<file path="src/rtl/bin2bcd_seq_pkg.sv">
// -----------------------------------------------------------------------------
// bin2bcd_seq_pkg
//   Shared definitions for the sequential binary-to-BCD converter:
//   BCD digit width, the saturation digit value and the FSM state encoding.
//   Imported by bin2bcd_seq and bcd_digit_adj.
// -----------------------------------------------------------------------------
package bin2bcd_seq_pkg;

    // Width of one packed BCD digit.
    localparam int DIGIT_W = 4;

    // Digit value used to saturate the output on overflow.
    localparam logic [DIGIT_W-1:0] BCD_NINE = 4'h9;

    // Conversion FSM states.
    typedef enum logic [1:0] {
        ST_IDLE  = 2'd0,
        ST_ADJ   = 2'd1,
        ST_SHIFT = 2'd2,
        ST_DONE  = 2'd3
    } state_t;

endpackage : bin2bcd_seq_pkg

</file>
<file path="src/rtl/bin2bcd_seq_bcd_digit_adj.sv">
// -----------------------------------------------------------------------------
// bcd_digit_adj
//   Combinational add-3 correction for one BCD digit of the double-dabble
//   shift register: a digit of 5 or more gets +3 so that the following left
//   shift carries correctly into the next decimal digit.
//   Ports:
//     digit     in   DIGIT_W   digit before correction
//     adjusted  out  DIGIT_W   corrected digit (4-bit result, no carry out)
// -----------------------------------------------------------------------------
module bcd_digit_adj
    import bin2bcd_seq_pkg::*;
(
    input  logic [DIGIT_W-1:0] digit,
    output logic [DIGIT_W-1:0] adjusted
);

    assign adjusted = (digit > DIGIT_W'(4)) ? (digit + DIGIT_W'(3)) : digit;

endmodule : bcd_digit_adj

</file>
<file path="src/rtl/bin2bcd_seq.sv">
// -----------------------------------------------------------------------------
// bin2bcd_seq
//   Sequential binary-to-BCD converter (shift-add-3 / double dabble) with a
//   start/done handshake. One conversion takes 2*DATA_W+2 cycles from the
//   accepting edge to the next possible accepting edge; results are held
//   between done pulses. Optional two's-complement input (magnitude is
//   converted, sign reported on neg), overflow saturation to all 9s, and a
//   leading-zero mask for the LCD digit renderer.
//   Parameters:
//     DATA_W  binary input width (4..32)
//     DIGITS  number of BCD digits produced (1..10)
//     SIGNED  1: data is two's complement
//   Ports:
//     sys_clk    in   1          clock, rising edge
//     sys_rst_n  in   1          asynchronous active-low reset
//     start      in   1          conversion request, honoured only when idle
//     data       in   DATA_W     value captured on the accepting edge
//     busy       out  1          conversion in progress
//     done       out  1          one-cycle pulse, results valid and held
//     bcd        out  4*DIGITS   packed BCD, digit 0 (units) in bits [3:0]
//     neg        out  1          input was negative (SIGNED=1 only)
//     ovf        out  1          magnitude >= 10^DIGITS, bcd saturated
//     lz_mask    out  DIGITS     bit i set: digit i and all above are zero
// -----------------------------------------------------------------------------
module bin2bcd_seq
    import bin2bcd_seq_pkg::*;
#(
    parameter int DATA_W = 16,
    parameter int DIGITS = 5,
    parameter int SIGNED = 0
) (
    input  logic                        sys_clk,
    input  logic                        sys_rst_n,
    input  logic                        start,
    input  logic [DATA_W-1:0]           data,
    output logic                        busy,
    output logic                        done,
    output logic [DIGIT_W*DIGITS-1:0]   bcd,
    output logic                        neg,
    output logic                        ovf,
    output logic [DIGITS-1:0]           lz_mask
);

    localparam int BCD_W = DIGIT_W * DIGITS;
    localparam int SR_W  = BCD_W + DATA_W;
    localparam int CNT_W = $clog2(DATA_W);

    localparam logic [CNT_W-1:0] CNT_LAST = CNT_W'(DATA_W - 1);

    state_t              state;
    state_t              next_state;

    logic [SR_W-1:0]     sr;
    logic [SR_W-1:0]     sr_adj;
    logic [CNT_W-1:0]    cnt;
    logic                sticky;
    logic                sign_q;

    logic [DATA_W-1:0]   mag;
    logic                sign_d;
    logic [DIGITS-1:0]   lz_next;

    logic                load;
    logic                adj_en;
    logic                shift_en;
    logic                finish;

    // ------------------------------------------------------------------
    // Input magnitude. The most negative value negates to 2^(DATA_W-1),
    // which still fits in DATA_W unsigned bits, so no wrap occurs.
    // ------------------------------------------------------------------
    assign sign_d = (SIGNED != 0) && data[DATA_W-1];

    always_comb begin
        mag = data;
        if (sign_d) begin
            mag = ~data + DATA_W'(1);
        end
    end

    // ------------------------------------------------------------------
    // Add-3 correction of every BCD digit; the binary part passes through.
    // ------------------------------------------------------------------
    assign sr_adj[DATA_W-1:0] = sr[DATA_W-1:0];

    for (genvar g = 0; g < DIGITS; g++) begin : g_adj
        bcd_digit_adj u_adj (
            .digit    (sr[DATA_W + DIGIT_W*g +: DIGIT_W]),
            .adjusted (sr_adj[DATA_W + DIGIT_W*g +: DIGIT_W])
        );
    end

    // ------------------------------------------------------------------
    // FSM: state register
    // ------------------------------------------------------------------
    always_ff @(posedge sys_clk or negedge sys_rst_n) begin
        if (!sys_rst_n) begin
            state <= ST_IDLE;
        end else begin
            state <= next_state;
        end
    end

    // ------------------------------------------------------------------
    // FSM: next-state logic
    // ------------------------------------------------------------------
    always_comb begin
        // NOTE: default assignment first so every path drives next_state;
        // otherwise a missed branch would infer a latch.
        next_state = state;
        unique case (state)
            ST_IDLE:  if (start) next_state = ST_ADJ;
            ST_ADJ:   next_state = ST_SHIFT;
            ST_SHIFT: next_state = (cnt == CNT_LAST) ? ST_DONE : ST_ADJ;
            ST_DONE:  next_state = ST_IDLE;
            default:  next_state = ST_IDLE;
        endcase
    end

    // ------------------------------------------------------------------
    // FSM: control strobes decoded from the current state
    // ------------------------------------------------------------------
    always_comb begin
        load     = 1'b0;
        adj_en   = 1'b0;
        shift_en = 1'b0;
        finish   = 1'b0;
        unique case (state)
            ST_IDLE:  load     = start;
            ST_ADJ:   adj_en   = 1'b1;
            ST_SHIFT: shift_en = 1'b1;
            ST_DONE:  finish   = 1'b1;
            default:  ;
        endcase
    end

    // ------------------------------------------------------------------
    // Datapath: shift register, bit counter, overflow sticky, sign.
    // ------------------------------------------------------------------
    // NOTE: the working registers are reset too, even though a load always
    // overwrites them, so the block comes out of reset in a fully defined
    // state and an aborted conversion leaves nothing behind.
    always_ff @(posedge sys_clk or negedge sys_rst_n) begin
        if (!sys_rst_n) begin
            sr     <= '0;
            cnt    <= '0;
            sticky <= 1'b0;
            sign_q <= 1'b0;
        end else if (load) begin
            sr     <= {{BCD_W{1'b0}}, mag};
            cnt    <= '0;
            sticky <= 1'b0;
            sign_q <= sign_d;
        end else if (adj_en) begin
            sr     <= sr_adj;
        end else if (shift_en) begin
            sr     <= {sr[SR_W-2:0], 1'b0};
            // A one leaving the top digit means the value no longer fits.
            sticky <= sticky | sr[SR_W-1];
            cnt    <= cnt + CNT_W'(1);
        end
    end

    // ------------------------------------------------------------------
    // Leading-zero mask from the finished BCD field. Bit 0 stays 0 so the
    // units digit is always rendered.
    // ------------------------------------------------------------------
    always_comb begin
        logic all_zero;
        lz_next  = '0;
        // NOTE: blocking assignments here build a running AND from the top
        // digit downwards within one evaluation; sequential blocks use <=.
        all_zero = 1'b1;
        for (int i = DIGITS - 1; i >= 1; i--) begin
            all_zero   = all_zero && (sr[DATA_W + DIGIT_W*i +: DIGIT_W] == '0);
            lz_next[i] = all_zero;
        end
    end

    // ------------------------------------------------------------------
    // Result and handshake registers; results hold until the next done.
    // ------------------------------------------------------------------
    always_ff @(posedge sys_clk or negedge sys_rst_n) begin
        if (!sys_rst_n) begin
            busy    <= 1'b0;
            done    <= 1'b0;
            bcd     <= '0;
            neg     <= 1'b0;
            ovf     <= 1'b0;
            lz_mask <= '0;
        end else begin
            done <= finish;
            if (load) begin
                busy <= 1'b1;
            end else if (finish) begin
                busy <= 1'b0;
            end
            if (finish) begin
                bcd     <= sticky ? {DIGITS{BCD_NINE}} : sr[SR_W-1:DATA_W];
                ovf     <= sticky;
                neg     <= sign_q;
                lz_mask <= sticky ? '0 : lz_next;
            end
        end
    end

endmodule : bin2bcd_seq

</file>
<file path="config.mk">
export PLATFORM = sky130hd
export DESIGN_NAME = bin2bcd_seq
export DESIGN_NICKNAME = d
export VERILOG_FILES = /design/src/rtl/bin2bcd_seq_pkg.sv /design/src/rtl/bin2bcd_seq_bcd_digit_adj.sv /design/src/rtl/bin2bcd_seq.sv
export SDC_FILE = /design/constraint.sdc
export NUM_CORES = 1
export LEC_CHECK = 0
export CORE_MARGIN = 5
export CORE_UTILIZATION = 35
export DETAILED_ROUTE_END_ITERATION = 10
export PLACE_DENSITY = 0.57
export SLEW_MARGIN = 20
export SYNTH_ARGS = -nofsm -noshare
export SYNTH_HDL_FRONTEND = slang
export SYNTH_SLANG_ARGS = --single-unit
</file>
<file path="constraint.sdc">
create_clock -name sys_clk -period 3.76 [get_ports sys_clk]
set_clock_uncertainty 0.15 [all_clocks]
set_input_delay 0.752 -clock sys_clk [delete_from_list [all_inputs] [get_ports sys_clk]]
set_output_delay 0.752 -clock sys_clk [all_outputs]
set_load 0.02 [all_outputs]
</file>
==> summary.txt <==
Timing
  • Post-layout min period: 2.43 ns
  • Worst slew margin: 0.367
  • Max Clk Rate: 0.412 GHz
  • Setup TNS: 0 ns
  • Slew @ Worst Pin: 0.946 ns
  • RSZ-0062 raised after global routing: false
  • Fin. max-slew vios: 0
  • Worst hold slack: roughly 0.27 ns
  • Finish-stage setup viols: 0
  • Final period utilization: 0.646
  • Final hold vios: 0

Die
  • Row cnt: 37
  • Die height: 112 um
  • Die Width: 112 um
  • Ports: 48
  • Starting Density: 0.355
  • Core area: 10200 um2
  • DIE AREA: ~12000 um2

Synthesis
  • Syn Inst Count: 386
  • Synth Flop Type: dfrtp_1
  • Synth warn: 0
  • Synth Register Bits: 70
  • Post-synth ARST share: 1.00
  • Syn_area_per_cell: 9.36 um2
  • Number of synthesized flops with an enable pin: 0
  • Library cells used by synthesis: 52
  • Sequential area share after synthesis: 0.485
  • Synth Cell Area: 3610 um2

Finish
  • Post-route cell area: 4390 um2
  • Layout cell share with drive strength beyond 1: 0.0837
  • Non-Filler Instances: 566
  • Antenna Cells: 0
  • Commonest non-fill, non-tap cell in the layout: dfrtp_1
  • Layout Area Growth over Synthesis: 21.6%
  • Nets: 455
  • Most frequent cells in the layout: dfrtp_1, o21ai_0, nand2_1, clkdlybuf4s50_1, nor2_1

Route
  • Total Wirelength: 8590 um
  • Remaining DRCs: 0
  • Initial DRT Pass Iterations: 4
  • DR iter-0 viols: 165
  • WL/cell: 15.2 um
  • DR vias: slightly below 3000
  • DR vias/cell: 5.19
  • Post-route ant nets: 0

Setup path
  • Worst Reg2Reg Path Length in Cells: 5
  • Reg-to-reg setup timing slack: 1.41 ns
  • Max FO, Critical Path: 16
  • Critical Path RT: 3.86 ns
  • CP Class: input port to flip-flop
  • Worst Setup End Kind: flip-flop
  • Startpoint types: input port
  • CP cell instances: clkdlybuf4s50_1, buf_4, nor2b_1, a21oi_1, o21ai_0
  • Slowest stage delay, CP: 0.70 ns
  • CP arrival: between 2 and 3 ns
  • Slowest stage cell, crit path: nor2b_1

CTS
  • Postcts setup bufs: 0
  • Clock tree sinks: 70
  • TritonCTS clock tree: done
  • Cts hold-fix bufs: 0
  • Worst-path clk slew: 0.08 ns
  • Root buffer cell: clkbuf_8
  • Post-cts sizing count: 0
  • H-tree levels: 3
  • Worst-Skew Late Latency: 0.34 ns
  • Max clock buf depth: 2
  • Cts bufs inserted: 9

Power
  • P_leak: 1.90 nW
  • Pwr dens: 860 nW/um2
  • Peak supply drop: 288 uV
  • Tot Pwr: 3.78 mW

Job
  • Max Cap Viol: 0

Placed design
  • DP Area: 4180 um2
  • IO buf count: 45
  • Routability congestion estimate: 0.831
  • Placed insts: between 500 and 600
  • Detailed Place HPWL: 5900 um

Global route
  • Initial antenna violation count: 0
  • Gr ovfl total: 0
  • Vias in the first global route: 2789
  • Pin count of the biggest net entering global routing: 50
  • Gr usage total: 0.141
  • First-pass GRT wire length: 14400 um

Run status
  • Status: completed

Min path
  • Hold Path Class: input port to async pin
worst paths after layout:
path                                  endpoint                 start
max                         sr[11]$_DFFE_PN0P_                 start
max in group asynchronous   sr[27]$_DFFE_PN0P_             sys_rst_n
min in group sys_clk       bcd[10]$_DFFE_PN0P_   bcd[10]$_DFFE_PN0P_
min                         bcd[2]$_DFFE_PN0P_             sys_rst_n
max reg2reg                 sr[33]$_DFFE_PN0P_  state[0]$_DFFE_PN0P_
min reg2reg                bcd[10]$_DFFE_PN0P_   bcd[10]$_DFFE_PN0P_
cell families after synthesis:
family	Yosys count	share of synthesized area
multiplexers	9	0.0260
AO/OA/AOI/OAI	128	0.226
other	1	0.00104
XOR/XNOR	2	0.00485
adder cells (fa/ha/maj)	11	0.0381
AND/OR/NAND/NOR	119	0.164
buffers and inverters	46	0.0550
flip-flops	70	0.485
where the power goes:
group / leakage [nW] / internal, mW / switching, mW
Clock: 0.106 / 0.373 / 0.290
Sequential: 0.884 / 1.08 / 0.342
Combinational: 0.904 / 0.751 / 0.942
Total: 1.90 / 2.20 / 1.57
worst max-delay path: cells and delay by family:
family,cells,cell delay (ns)
and+or+nand+nor,1,0.70
buffers and inverters,2,0.73
AOI/OAI and AO/OA,2,0.35
per-stage QoR:
| step | worst slack [ns] | utilization |
|---|---|---|
| 2_1_floorplan | 1.92 | - |
| 3_3_place_gp | 1.04 | 0.410 |
| 3_5_place_dp | 0.923 | 0.410 |
| 4_1_cts | 1.30 | 0.431 |
| 5_1_grt | 1.04 | 0.431 |
| 6_report | 1.33 | 0.431 |
metal layers:
layer / part of all wire / global-route usage / up-vias
li1: - / - / 1437
met5: 0 / 0 / -
met4: 0.0050 / 0.0341 / 0
met1: 0.50 / 0.201 / 1422
met3: 0.049 / 0.0429 / 5
met2: 0.45 / 0.211 / 75
cell type report:
type                    count  area, um2
clock buffers              10        128
clock inverters             6       86.3
fillers                  1042       5790
inverters                  18       67.6
multi-input cells         271       1670
flip-flops and latches     70       1750
well taps                 136        170
repair buffers             55        523
sequential cells by signal (all words and copies together), names as in the netlist:
signal,flops
sr,36
state,2
lz_mask,4
busy,1
done,1
sticky,1
ovf,1
bcd,20
cnt,4
Yosys cell counts, types with 3 or more instances:
cell	number	area share
a21oi_1	18	0.025
a22oi_1	14	0.029
a31oi_1	3	0.0052
a32o_1	3	0.0083
buf_1	3	0.0031
buf_2	9	0.012
buf_4	4	0.0083
clkbuf_1	12	0.012
dfrtp_1	70	0.48
ha_1	11	0.038
inv_1	18	0.019
mux2_2	3	0.0093
mux2i_1	6	0.017
nand2_1	51	0.053
nand2b_1	7	0.012
nand3_1	5	0.0069
nor2_1	24	0.025
nor2b_1	15	0.026
o211ai_1	10	0.021
o21ai_0	53	0.073
o31ai_1	6	0.012
or3_1	3	0.0052
(Power assumes the default switching activity.)
